`src/rtl/feature_map_streamer.sv`:
```
// Raster streamer: reads one feature map from a sync buffer, emits it row-major.
// Define ROW_GAP_EN to insert ROW_GAP idle issue cycles between rows.
module feature_map_streamer #(
  parameter int DATA_WIDHT = 32,
  parameter int IMG_WIDHT  = 30,
  parameter int IMG_HEIGHT = 30,
  parameter int ADDR_WIDTH = 10,
  parameter int BASE_ADDR  = 0,
  parameter int ROW_GAP    = 2
) (
  input  logic                  clk,
  input  logic                  rst,
  input  logic                  Start,
  input  logic                  Pause,
  output logic                  Mem_Rd_En,
  output logic [ADDR_WIDTH-1:0] Mem_Addr,
  input  logic [DATA_WIDHT-1:0] Mem_Data,
  output logic [DATA_WIDHT-1:0] Data_Out,
  output logic                  Valid_Out,
  output logic                  Last_Out,
  output logic                  Busy,
  output logic                  Done
);

  localparam int CW = $clog2(IMG_WIDHT + 1);
  localparam int RW = $clog2(IMG_HEIGHT + 1);
  localparam int GW = $clog2(ROW_GAP + 2);

`ifdef ROW_GAP_EN
  localparam int GAP = ROW_GAP;
`else
  localparam int GAP = ROW_GAP * 0;
`endif

  typedef enum logic [1:0] {
    S_IDLE,
    S_STREAM,
    S_DRAIN,
    S_DONE
  } state_t;

  state_t                  state_q, state_d;
  logic [ADDR_WIDTH-1:0]   addr_q, addr_d;
  logic [CW-1:0]           col_q, col_d;
  logic [RW-1:0]           row_q, row_d;
  logic [GW-1:0]           gap_q, gap_d;
  logic                    rd_v1_q, rd_v1_d;
  logic                    last1_q, last1_d;
  logic                    valid_q, valid_d;
  logic                    last_q, last_d;
  logic [DATA_WIDHT-1:0]   data_q, data_d;

  logic                    rd_en;
  logic                    final_iss;
  logic                    row_end;
  logic                    frame_end;

  assign row_end   = (col_q == CW'(IMG_WIDHT - 1));
  assign frame_end = row_end && (row_q == RW'(IMG_HEIGHT - 1));

  always_comb begin
    state_d   = state_q;
    addr_d    = addr_q;
    col_d     = col_q;
    row_d     = row_q;
    gap_d     = gap_q;
    rd_en     = 1'b0;
    final_iss = 1'b0;
    unique case (state_q)
      S_IDLE: begin
        if (Start) begin
          state_d = S_STREAM;
          addr_d  = ADDR_WIDTH'(BASE_ADDR);
          col_d   = '0;
          row_d   = '0;
          gap_d   = '0;
        end
      end
      S_STREAM: begin
        if (!Pause) begin
          if (gap_q != '0) begin
            gap_d = gap_q - GW'(1);
          end else begin
            rd_en = 1'b1;
            if (frame_end) begin
              // address holds on the final pixel so it never passes the frame
              final_iss = 1'b1;
              state_d   = S_DRAIN;
            end else begin
              addr_d = addr_q + ADDR_WIDTH'(1);
              if (row_end) begin
                col_d = '0;
                row_d = row_q + RW'(1);
                gap_d = GW'(GAP);
              end else begin
                col_d = col_q + CW'(1);
              end
            end
          end
        end
      end
      S_DRAIN: begin
        // stage 2 empties on the same edge that stage 1 is seen empty
        if (!rd_v1_q) state_d = S_DONE;
      end
      S_DONE: begin
        state_d = S_IDLE;
      end
      default: begin
        state_d = S_IDLE;
      end
    endcase
  end

  always_comb begin
    rd_v1_d = rd_en;
    last1_d = final_iss;
    valid_d = rd_v1_q;
    last_d  = last1_q;
    data_d  = rd_v1_q ? Mem_Data : data_q;
  end

  always_ff @(posedge clk or posedge rst) begin
    if (rst) begin
      state_q <= S_IDLE;
      addr_q  <= '0;
      col_q   <= '0;
      row_q   <= '0;
      gap_q   <= '0;
      rd_v1_q <= 1'b0;
      last1_q <= 1'b0;
      valid_q <= 1'b0;
      last_q  <= 1'b0;
      data_q  <= '0;
    end else begin
      state_q <= state_d;
      addr_q  <= addr_d;
      col_q   <= col_d;
      row_q   <= row_d;
      gap_q   <= gap_d;
      rd_v1_q <= rd_v1_d;
      last1_q <= last1_d;
      valid_q <= valid_d;
      last_q  <= last_d;
      data_q  <= data_d;
    end
  end

  assign Mem_Rd_En = rd_en;
  assign Mem_Addr  = addr_q;
  assign Data_Out  = data_q;
  assign Valid_Out = valid_q;
  assign Last_Out  = last_q && valid_q;
  assign Busy      = (state_q != S_IDLE);
  assign Done      = (state_q == S_DONE);

endmodule

```
`config.mk`:
```
export PLATFORM = sky130hd
export DESIGN_NAME = feature_map_streamer
export DESIGN_NICKNAME = d
export VERILOG_FILES = /design/src/rtl/feature_map_streamer.sv
export SDC_FILE = /design/constraint.sdc
export NUM_CORES = 1
export LEC_CHECK = 0
export BUFFER_PORTS_ARGS = -buffer_cell sky130_fd_sc_hd__buf_2
export CAP_MARGIN = 25
export CORE_UTILIZATION = 55
export DETAILED_ROUTE_END_ITERATION = 7
export HOLD_SLACK_MARGIN = 0.15
export PLACE_DENSITY_LB_ADDON = 0.1
export SYNTH_ARGS = -nofsm -noshare
export SYNTH_HDL_FRONTEND = slang
export SYNTH_SLANG_ARGS = --single-unit
```
`constraint.sdc`:
```
create_clock -name clk -period 4.71 [get_ports clk]
set_input_delay 0.2355 -clock clk [delete_from_list [all_inputs] [get_ports clk]]
set_output_delay 0.2355 -clock clk [all_outputs]
set_load 0.02 [all_outputs]
```
==> results of run 1 <==
[power groups by stage]
stage / registers (mW) / logic [mW] / clock network, mW
after floorplan: 1.04 / 0.522 / 0
after global placement: 0.831 / 0.984 / 0
after detailed placement: 0.843 / 1.01 / 0
after CTS: 0.834 / 1.03 / 0.449
after global routing: 0.879 / 1.15 / 0.477
final: 0.860 / 1.06 / 0.455
[worst max-delay path, delay by kind of cell (launching register included)]
kind,cells,cell delay [ns]
compound gates,2,0.80
fa+ha+maj,1,0.65
buf+inv,3,0.82
flops,1,0.41
simple gates,1,0.06
[through the flow]
step | setup slack (ns) | hold slack, ns
after floorplan | 2.87 | 0.331
after global placement | 1.99 | 0.333
after detailed placement | 1.88 | 0.338
after CTS | 1.88 | 0.313
after global routing | 1.61 | 0.336
final | 1.85 | 0.320
[layout by cell type (no fill, tap or decap), drive strengths merged, types with 2 or more instances in the layout]
cell         count
nand2b           3
mux2            34
o21ai            8
or4              7
o211ai           3
nand4            3
o31ai            5
and3             3
a21oi           10
mux2i            2
dfrtp           60
buf             85
dlygate4sd3     33
nand2           18
and2             2
or3              4
ha              10
o22ai            4
nand3           16
nor3             3
nor4             3
nor2             6
inv             12
clkbuf          13
and4             3
[metal layers]
metal | share of wire [%] | GRT usage, % | vias to the layer above
met5 | 0 | 0 | -
met4 | 2.6 | 15.3 | 0
met3 | 6.6 | 6.77 | 18
met2 | 49 | 47.8 | 96
met1 | 42 | 36.6 | 1139
li1 | - | - | 1113
[layout make-up]
cell class,instances,area [um^2]
clock buffer,13,149
multi-input combinational,156,1180
clock inverter,2,35.0
sequential,60,1500
fill,312,1050
inverter,12,45.0
timing repair buffer,118,763
tap,67,83.8
[registers in the layout, summed over array words and instances (netlist names)]
name and count:
last_q 1, Valid_Out 1, last1_q 1, row_q 5, Mem_Addr 10, rd_v1_q 1, state_q 2, Data_Out 32
col_q 5, gap_q 2
[logic make-up after synthesis]
group,after synthesis
AOI/OAI and AO/OA,38
adders and majority gates,10
buffers and inverters,22
DFF,60
muxes,36
and+or+nand+nor,72
[path summary, 6_finish.rpt]
check	cells past startpoint	endpoint	start	slack, ns
hold reg to reg	0	last_q$_DFF_PP0_	last1_q$_DFF_PP0_	0.35
setup / recovery	7	Mem_Addr[5]$_DFFE_PP0P_	state_q[1]$_DFFE_PP0P_	1.85
min in group asynchronous	4	Data_Out[28]$_DFFE_PP0P_	rst	0.66
hold / removal	3	last1_q$_DFF_PP0_	Pause	0.32
max in group asynchronous	4	state_q[1]$_DFFE_PP0P_	rst	3.56
setup reg to reg	7	Mem_Addr[5]$_DFFE_PP0P_	state_q[1]$_DFFE_PP0P_	1.85
==> results by group, run 1 <==
Status
  • Outcome: finished clean

Clock tree
  • Number of hold buffers added after CTS: 33
  • Number of resized instances in the post-cts repair step: 0
  • Clock slew at reported path FFs: approximately 0.060 ns
  • Number of sinks driven by the clock tree: 60
  • Inserted Clock Buffers: 9
  • Maximum buffer depth of the clock tree: 2
  • Htree depth: 3
  • Insertion delay of the later-clocked pin in the worst-skew pair: around 0.34 ns
  • CTS Root Cell: sky130_fd_sc_hd__clkbuf_8
  • Post-CTS setup buffer count: 0
  • TritonCTS clock tree: built

Place
  • Number of buffers inserted by port buffering: roughly 80
  • Half-perimeter wire length after detailed placement: around 4000 um
  • Final weighted congestion in routability-driven placement: about 0.8
  • Placed Cells incl. Taps: 380
  • Cell area after placement: 3250 um^2

GRT
  • Pin count of the biggest net entering global routing: between 60 and 70
  • Initial antenna violation count: 0
  • Global-route total usage across every layer: 29.4%
  • Vias in the first global route: between 2k and 2.5k
  • First-pass GRT wire length: between 10000 and 15000 um
  • Sum of overflow across all layers after global routing: 0

STA
  • Period Utilization, post-route: 60.6%
  • RSZ-0062 raised after global routing: false
  • Normalized max-slew margin: between 50% and 60%
  • Number of hold violations in the final report: 0
  • Final number of setup-violating endpoints: 0
  • TNS Setup: 0 ns
  • Pins over their slew limit: 0
  • FMAX: about 350 MHz
  • Worst-case clock skew: between 0.009 and 0.01 ns
  • Clock period minus worst slack: around 2.9 ns
  • Worst Tran Pin Value: 0.748 ns

Setup path
  • Data arrival time of the critical path: roughly 3 ns
  • WP data required: roughly 4.9 ns
  • Maximum net fanout on the critical path: 20
  • Endpoint kind of the worst setup timing path: flip-flop
  • Most common cell on crit path: sky130_fd_sc_hd__inv_1
  • Critical path type: flip-flop to flip-flop
  • Cell breakdown of the critical path: inv_1, ha_1, inv_1, o311ai_2, buf_4, nor4_1, a211o_1
  • Critical path's largest stage delay: about 0.65 ns
  • Cell at the slowest stage of the critical path: sky130_fd_sc_hd__ha_1
  • Startpoint class of the critical path: flip-flop

Yosys
  • Area share of the largest cell type after synthesis: ~54%
  • Flip-flop and latch count after synthesis: 60
  • Complex-gate fraction of the synthesized area: a little under a tenth
  • Most used flip-flop cell after synthesis: sky130_fd_sc_hd__dfrtp_1
  • Post-synthesis adder-cell area fraction: ~4.5%
  • Synth async-reset ratio: 100%
  • Count of flip-flops with a built-in enable after synthesis: 0
  • Ranking of synthesized cells by instance count: sky130_fd_sc_hd__dfrtp_1, sky130_fd_sc_hd__mux2_2, sky130_fd_sc_hd__nand2_1
  • Synthesis warning total: 0
  • Mapped Nets: 284
  • Main combinational cell family by area after synthesis: multiplexers
  • Distinct cell type count of the synthesized netlist: 37
  • Yosys top cell by area: sky130_fd_sc_hd__dfrtp_1
  • Fraction of the yosys area taken by sequential cells: between 50% and 60%
  • Simple-Gate Fraction of Synth Area: ~14%
  • Top-count cell post-synth: sky130_fd_sc_hd__dfrtp_1
  • Synth area leaders: sky130_fd_sc_hd__dfrtp_1, sky130_fd_sc_hd__mux2_2, sky130_fd_sc_hd__ha_1
  • Number of standard cells after synthesis: around 240
  • Portion of netlist area occupied by mux cells: between 10% and 20%
  • Combined area of all synthesized cells: about 2800 um^2
  • Xor and xnor area share after synthesis: 0%
  • Syn Area/Cell: around 12 um^2

Pwr
  • Relative contribution of the clock network to total power: 19.1%
  • Sequential group share of total power: between 30% and 40%
  • Logic gate share of total power: roughly 45%
  • Worst IR drop on VDD: 0.312 mV
  • Power per cell area: ~630 nW/um^2
  • Internal power: between 1 and 1.5 mW
  • Switching power share of the total: a little over two fifths
  • Power spent charging and discharging nets: around 990 uW
  • Leakage power figure: 1.80 nW
  • Power, Total: 2.38 mW

Detailed routing
  • DRT Pass-1 Iters: 4
  • Avg WL per Cell: roughly 17 um
  • DR vias/cell: about 5.5
  • Remaining antenna violation count: 0
  • Overall routed net length: ~7500 um
  • Number of remaining DRC errors: 0
  • Vias after detailed routing: about 2.4k
  • Iteration-0 DRC Markers: around 160

Floorplanning
  • Row count: 25
  • Std-Cell Core Area: between 4000 and 5000 um^2
  • Height of the die: between 70 and 80 um
  • Ports: between 80 and 90
  • Starting density of the core: about 58%
  • Horiz. Die Dim: between 70 and 80 um
  • DIE AREA: around 5400 um^2

Flow run
  • Number of violations of the max-capacitance limit: 0

Cells and area
  • Fin nets: roughly 400
  • Final cell area excluding filler cells: around 3800 um^2
  • Final core utilization: between 70% and 80%
  • Ratio of cells with drive above 1 in the final layout: about 38%
  • Layout area overhead: 34.8%
  • Number of diodes: 0
  • Cell Count, Final, Fillers Out: ~430

Hold path
  • Hold WC Path Type: input port to flip-flop
Note: power is estimated with default switching activity, not from simulation.
==> run 2, diff against run 1 <==
Settings changed: CORE_UTILIZATION 55 to 51.
Clock period 4.71 ns to 2.65 ns, I/O delays scaled along.
==> run 2 against run 1 <==
Compared with the run above:
- die area up 7.6%
- sequential cell count unchanged
- sequential share of layout area down 1.1 points
- final cell count up 1.6%
- via count down 2.6%
- global-route usage down 4.4 points
- core utilization down 3.8 points
- power up 85%
- count of clock-buffer cells in the layout down 3
- worst setup slack worse by 1.3 ns
- critical path type unchanged
==> results by group, run 2 (synthesized netlist as in run 1, its figures left out) <==
Status
  • Outcome: finished clean

Detailed routing
  • Remaining antenna violation count: 0 (unchanged)
  • Vias after detailed routing: 2304 (-2.6%)
  • Avg WL per Cell: 15.1 um (-13%)
  • Number of remaining DRC errors: 0 (unchanged)
  • DRT Pass-1 Iters: 4 (unchanged)
  • Iteration-0 DRC Markers: 139 (-13%)
  • DR vias/cell: 5.30 (-4.2%)
  • Overall routed net length: 6590 um (-12%)

STA
  • FMAX: 485 MHz (+38%)
  • Normalized max-slew margin: 47.8% (-2.4 points)
  • Period Utilization, post-route: 77.8% (+17 points)
  • Worst Tran Pin Value: 0.784 ns (+0.0358 ns)
  • Clock period minus worst slack: 2.06 ns (-0.793 ns)
  • TNS Setup: 0 ns (unchanged)
  • Final number of setup-violating endpoints: 0 (unchanged)
  • Worst-case clock skew: 0.00756 ns (-0.00220 ns)
  • Hold Slack: 0.194 ns (-0.126 ns)
  • Number of hold violations in the final report: 0 (unchanged)
  • Final worst slack: 0.588 ns (-1.27 ns)
  • RSZ-0062 raised after global routing: false
  • Pins over their slew limit: 0 (unchanged)

Place
  • Number of buffers inserted by port buffering: 82 (unchanged)
  • Half-perimeter wire length after detailed placement: 4090 um (+3.2%)
  • Cell area after placement: 3290 um^2 (+1.2%)
  • Final weighted congestion in routability-driven placement: 0.810 (+1.5%)
  • Post-Place Setup Slack: 0.596 ns (-1.28 ns)
  • Placed Cells incl. Taps: 386 (+1.6%)

Pwr
  • Power per cell area: 1140 nW/um^2 (+80%)
  • Power, Total: 4.39 mW (+85%)
  • Leakage power figure: 1.85 nW (+2.6%)
  • Worst IR drop on VDD: 0.553 mV (+78%)

Cells and area
  • Final core utilization: 74.3% (-3.8 points)
  • Fin nets: 406 (+0.74%)
  • Flip-flop count of the largest register, all copies and words added: 32 (unchanged)
  • Ratio of cells with drive above 1 in the final layout: 39.2% (+1.5 points)
  • Number of diodes: 0 (unchanged)
  • Layout area overhead: 38.5%
  • Commonest non-fill, non-tap cells in the layout: sky130_fd_sc_hd__buf_2, sky130_fd_sc_hd__dfrtp_1, sky130_fd_sc_hd__mux2_2
  • Most common cell after layout, fill and taps aside: sky130_fd_sc_hd__buf_2
  • Fill cells: 345 (+11%)
  • Final cell area excluding filler cells: 3870 um^2 (+2.8%)
  • Cell Count, Final, Fillers Out: 435 (+1.6%)

GRT
  • First-pass GRT wire length: 11300 um (unchanged)
  • Global-route total usage across every layer: 24.9% (-4.4 points)
  • Vias in the first global route: 2296 (+3.9%)
  • Pin count of the biggest net entering global routing: 29 (-52%)
  • Initial antenna violation count: 0 (unchanged)
  • Sum of overflow across all layers after global routing: 0 (unchanged)

Clock tree
  • CTS Root Cell: sky130_fd_sc_hd__clkbuf_8
  • Number of sinks driven by the clock tree: 60 (unchanged)
  • TritonCTS clock tree: built
  • Post-CTS setup buffer count: 0 (unchanged)
  • Insertion delay of the later-clocked pin in the worst-skew pair: 0.33 ns (about the same)
  • Htree depth: 3 (unchanged)
  • Clock slew at reported path FFs: 0.07 ns (about the same)
  • Number of resized instances in the post-cts repair step: 0 (unchanged)
  • Inserted Clock Buffers: 9 (unchanged)
  • Maximum buffer depth of the clock tree: 2 (unchanged)

Setup path
  • Critical path's largest stage delay: 0.48 ns (-0.17 ns)
  • Startpoint class of the critical path: flip-flop
  • Maximum net fanout on the critical path: 22 (+10%)
  • Cell breakdown of the critical path: inv_1, ha_1, mux2_2, o311ai_2, buf_4, or4_1, nand3_1
  • Endpoint kind of the worst setup timing path: flip-flop
  • Cell at the slowest stage of the critical path: sky130_fd_sc_hd__or4_1
  • Data arrival time of the critical path: 2.33 ns (-0.75 ns)
  • WP data required: 2.92 ns (-2.01 ns)
  • Critical path type: flip-flop to flip-flop

Floorplanning
  • Ports: 83 (unchanged)
  • Row count: 26 (+4.0%)
  • DIE AREA: 5770 um^2 (+7.6%)
  • Std-Cell Core Area: 5200 um^2 (+8.1%)
  • Starting density of the core: 53.6% (-4.3 points)
  • Height of the die: 76.0 um (+3.7%)
  • Horiz. Die Dim: 76.0 um (+3.7%)

Flow run
  • Number of violations of the max-capacitance limit: 0 (unchanged)

Hold path
  • Hold WC Path Type: input port to flip-flop
## run 2: cell type report
class | count | area [um^2] | share of cell area (%)
flip-flops and latches | 60 | 1500 | 38.8
multi-input cells | 156 | 1180 | 30.6
clock buffers | 10 | 138 | 3.56
well taps | 70 | 87.6 | 2.27
clock inverters | 6 | 111 | 2.88
repair buffers | 121 | 798 | 20.6
inverters | 12 | 45.0 | 1.17
## run 2: repair_timing
action,CTS,global route
setup endpoints to repair,0,0
endpoints found under the hold margin,58,0
hold buffers,33,0
## run 2: power by group
| part | switching [mW] | internal, mW |
|---|---|---|
| Sequential | 0.259 | 1.27 |
| Clock | 0.365 | 0.650 |
| Combinational | 1.08 | 0.770 |
| Total | 1.71 | 2.69 |
## run 2: worst paths after layout
path / startpoint / to / slack (ns) / cells past startpoint
max: state_q[1]$_DFFE_PP0P_ / Mem_Addr[3]$_DFFE_PP0P_ / 0.59 / 7
min: Pause / gap_q[1]$_DFFE_PP0P_ / 0.19 / 3
max reg2reg: state_q[1]$_DFFE_PP0P_ / Mem_Addr[3]$_DFFE_PP0P_ / 0.59 / 7
min reg2reg: last1_q$_DFF_PP0_ / last_q$_DFF_PP0_ / 0.37 / 0
max in group asynchronous: rst / row_q[0]$_DFFE_PP0P_ / 1.57 / 4
min in group asynchronous: rst / Data_Out[20]$_DFFE_PP0P_ / 0.41 / 3
## run 2: per-layer routing
metal  vias up  global-route usage (%)  routed length (um)  share of wire (%)
met5         -                       0                   0                  0
met3        21                    5.63                 398                6.0
met1      1087                    32.8                2940                 45
met4         0                    13.3                 215                3.3
li1       1112                       -                   -                  -
met2        84                    38.8                3030                 46
## run 2: worst max-delay path, delay by kind of cell, from the launching register on
| family | cells | cell delay [ns] |
|---|---|---|
| buf+inv | 2 | 0.33 |
| flops | 1 | 0.41 |
| simple gates | 2 | 0.58 |
| compound gates | 1 | 0.11 |
| fa+ha+maj | 1 | 0.30 |
| mux | 1 | 0.27 |
==> run 3, diff against run 2 <==
Settings changed: ABC_AREA from default to 1, CORE_UTILIZATION 51 to 52.
Clock period 2.65 ns to 2.1 ns, I/O delays scaled along.
==> run 3 against run 2 <==
Compared with the run above:
- hold slack better by 0.035 ns
- count of clock-buffer cells in the layout rose by 2
- via count up 5.9%
- largest cell class unchanged
- routed wire length increased by 4.5%
- core utilization is 1.3 points higher
- final cell count rose by 12%
- die area up 2.6%
- first-iteration DRC count down 42%
- sequential power is 19% higher
- critical path type is now flip-flop to primary output
- register-to-register slack worse by 0.30 ns
- clock power increased by 12%
- worst setup slack got worse by 0.35 ns
==> results by group, run 3 <==
Cells and area
  • Ratio of cells with drive above 1 in the final layout: 37.6% (-1.6 points)
  • Most common cell after layout, fill and taps aside: sky130_fd_sc_hd__buf_2
  • Layout area overhead: 36.3%
  • Commonest non-fill, non-tap cells in the layout: sky130_fd_sc_hd__buf_2, sky130_fd_sc_hd__dfrtp_1, sky130_fd_sc_hd__nand2_1
  • Flip-flop count of the largest register, all copies and words added: 32 (unchanged)
  • Number of diodes: 0 (unchanged)
  • Final core utilization: 75.6% (+1.3 points)
  • Final cell area excluding filler cells: 3980 um^2 (+3.0%)
  • Fill cells: 363 (+5.2%)
  • Fin nets: 459 (+13%)

Yosys
  • Synth async-reset ratio: 100% (unchanged)
  • Synthesis warning total: 0 (unchanged)
  • Top-count cell post-synth: sky130_fd_sc_hd__dfrtp_1
  • Distinct cell type count of the synthesized netlist: 29 (-22%)
  • Syn Area/Cell: 10.1 um^2 (-14%)
  • Ranking of synthesized cells by instance count: sky130_fd_sc_hd__dfrtp_1, sky130_fd_sc_hd__nand2_1, sky130_fd_sc_hd__mux2_2
  • Synth area leaders: sky130_fd_sc_hd__dfrtp_1, sky130_fd_sc_hd__mux2_2, sky130_fd_sc_hd__nand2_1
  • Most used flip-flop cell after synthesis: sky130_fd_sc_hd__dfrtp_1
  • Mapped Nets: 335 (+18%)
  • Flip-flop and latch count after synthesis: 60 (unchanged)
  • Count of flip-flops with a built-in enable after synthesis: 0 (unchanged)
  • Fraction of the yosys area taken by sequential cells: 51.4% (-2.4 points)
  • Combined area of all synthesized cells: 2920 um^2 (+4.7%)
  • Area share of the largest cell type after synthesis: 51.4% (-2.4 points)
  • Number of standard cells after synthesis: 289 (+21%)
  • Yosys top cell by area: sky130_fd_sc_hd__dfrtp_1

Setup path
  • Critical Path Start: state_q[1]$_DFFE_PP0P_
  • Data arrival time of the critical path: 1.75 ns (-0.58 ns)
  • Startpoint class of the critical path: flip-flop
  • Most common cell on crit path: sky130_fd_sc_hd__inv_1
  • Cell at the slowest stage of the critical path: sky130_fd_sc_hd__dfrtp_1
  • WP data required: 2.00 ns (-0.92 ns)
  • Reg2reg start: state_q[1]$_DFFE_PP0P_
  • Maximum net fanout on the critical path: 11 (-50%)
  • Critical path type: flip-flop to primary output
  • Endpoint kind of the worst setup timing path: primary output
  • Critical path's largest stage delay: 0.41 ns (-0.07 ns)
  • Cell breakdown of the critical path: inv_1, ha_1, inv_1, buf_4, nor2_1, buf_2

Detailed routing
  • Overall routed net length: 6880 um (+4.5%)
  • Number of remaining DRC errors: 0 (unchanged)
  • Avg WL per Cell: 14.1 um (-6.9%)
  • DRT Pass-1 Iters: 4 (unchanged)
  • Remaining antenna violation count: 0 (unchanged)
  • DR vias/cell: 5.00 (-5.6%)
  • Vias after detailed routing: 2440 (+5.9%)
  • Iteration-0 DRC Markers: 81 (-42%)

Floorplanning
  • Starting density of the core: 55.4% (+1.8 points)
  • Std-Cell Core Area: 5270 um^2 (+1.2%)
  • DIE AREA: 5920 um^2 (+2.6%)
  • Row count: 26 (unchanged)
  • Ports: 83 (unchanged)
  • Height of the die: 77.0 um (+1.3%)
  • Horiz. Die Dim: 77.0 um (+1.3%)

Pwr
  • Leakage power figure: 1.98 nW (+7.3%)
  • Worst IR drop on VDD: 0.796 mV (+44%)
  • Power per cell area: 1330 nW/um^2 (+17%)

Clock tree
  • Inserted Clock Buffers: 9 (unchanged)
  • Number of sinks driven by the clock tree: 60 (unchanged)
  • Maximum buffer depth of the clock tree: 2 (unchanged)
  • TritonCTS clock tree: built
  • Htree depth: 3 (unchanged)
  • Clock slew at reported path FFs: 0.06 ns (about the same)
  • CTS Root Cell: sky130_fd_sc_hd__clkbuf_8
  • Insertion delay of the later-clocked pin in the worst-skew pair: 0.33 ns (about the same)

GRT
  • Global-route total usage across every layer: 25.9% (+0.99 points)
  • Vias in the first global route: 2515 (+9.5%)
  • First-pass GRT wire length: 11900 um (+5.8%)
  • Sum of overflow across all layers after global routing: 0 (unchanged)
  • Pin count of the biggest net entering global routing: 35 (+21%)
  • Initial antenna violation count: 0 (unchanged)

Flow run
  • Number of violations of the max-capacitance limit: 0 (unchanged)

Place
  • Number of buffers inserted by port buffering: 82 (unchanged)
  • Half-perimeter wire length after detailed placement: 4100 um (+0.22%)
  • Final weighted congestion in routability-driven placement: 0.790 (-2.4%)
  • Cell area after placement: 3420 um^2 (+4.2%)
  • Post-Place Setup Slack: 0.306 ns (-0.290 ns)

STA
  • TNS Setup: 0 ns (unchanged)
  • FMAX: ~540 MHz
  • RSZ-0062 raised after global routing: false
  • Final worst slack: 0.241 ns (-0.347 ns)
  • Hold Slack: 0.229 ns (+0.0348 ns)
  • Worst Tran Pin Value: 0.575 ns (-0.209 ns)
  • Clock period minus worst slack: around 1.9 ns
  • Normalized max-slew margin: 61.6% (+14 points)
  • Number of hold violations in the final report: 0 (unchanged)
  • Worst-case clock skew: 0.00760 ns (+0.0000439 ns)
  • Pins over their slew limit: 0 (unchanged)
  • Period Utilization, post-route: 88.5%
  • Final number of setup-violating endpoints: 0 (unchanged)

Status
  • Outcome: finished clean

Hold path
  • Start point of the worst min-delay path: Start
  • Hold WC Path Type: input port to flip-flop
## run 3: through the flow
step,instances,total power [mW]
after global routing,488,5.65
final,488,5.30
after global placement,438,4.01
after detailed placement,438,4.07
after CTS,488,5.26
after floorplan,289,3.44
## run 3: cell type report
class | count | area (um^2) | area share (%)
multi-input combinational | 193 | 1250 | 31.5
tap | 70 | 87.6 | 2.20
clock buffer | 12 | 145 | 3.64
timing repair buffer | 122 | 821 | 20.6
clock inverter | 4 | 72.6 | 1.82
inverter | 27 | 101 | 2.54
sequential | 60 | 1500 | 37.7
## run 3: report_power, final
| part | internal, mW | switching, mW | total, mW |
|---|---|---|---|
| Clock | 0.700 | 0.441 | 1.14 |
| Combinational | 0.926 | 1.42 | 2.34 |
| Sequential | 1.56 | 0.256 | 1.81 |
| Total | 3.18 | 2.11 | 5.30 |
## run 3: worst paths after layout
check                                                 to  slack, ns  cells past startpoint
worst max-delay path                           Mem_Rd_En       0.24                      6
worst min-delay path              state_q[1]$_DFFE_PP0P_       0.23                      5
worst max register to register      row_q[2]$_DFFE_PP0P_       0.29                     11
worst min register to register          last_q$_DFF_PP0_       0.37                      0
max in group asynchronous        Mem_Addr[6]$_DFFE_PP0P_       1.10                      4
min in group asynchronous       Data_Out[12]$_DFFE_PP0P_       0.40                      3
## run 3: kinds of logic after synthesis
| kind of cell | share of synthesized area (%) |
|---|---|
| xor+xnor | 1.20 |
| mux | 12.3 |
| flops | 51.4 |
| compound gates | 5.48 |
| buf+inv | 5.70 |
| fa+ha+maj | 4.28 |
| simple gates | 19.6 |
## run 3: routing by layer
layer	vias up	routed length (um)	track usage, %
met5	-	0	0
met4	0	136	11.5
met3	15	346	4.88
met2	68	3280	42.6
met1	1151	3120	33.4
li1	1206	-	-
## run 3: timing repair
item | CTS | global route
hold buffers | 34 | 0
resized for setup | 0 | 0
setup buffers | 0 | 0
endpoints found under the hold margin | 61 | 0
## run 3: worst max-delay path, delay by kind of cell (launching register included)
family                     cells  cell delay, ns
buffers and inverters          4            0.57
DFF                            1            0.41
adders and majority gates      1            0.30
and+or+nand+nor                1            0.15
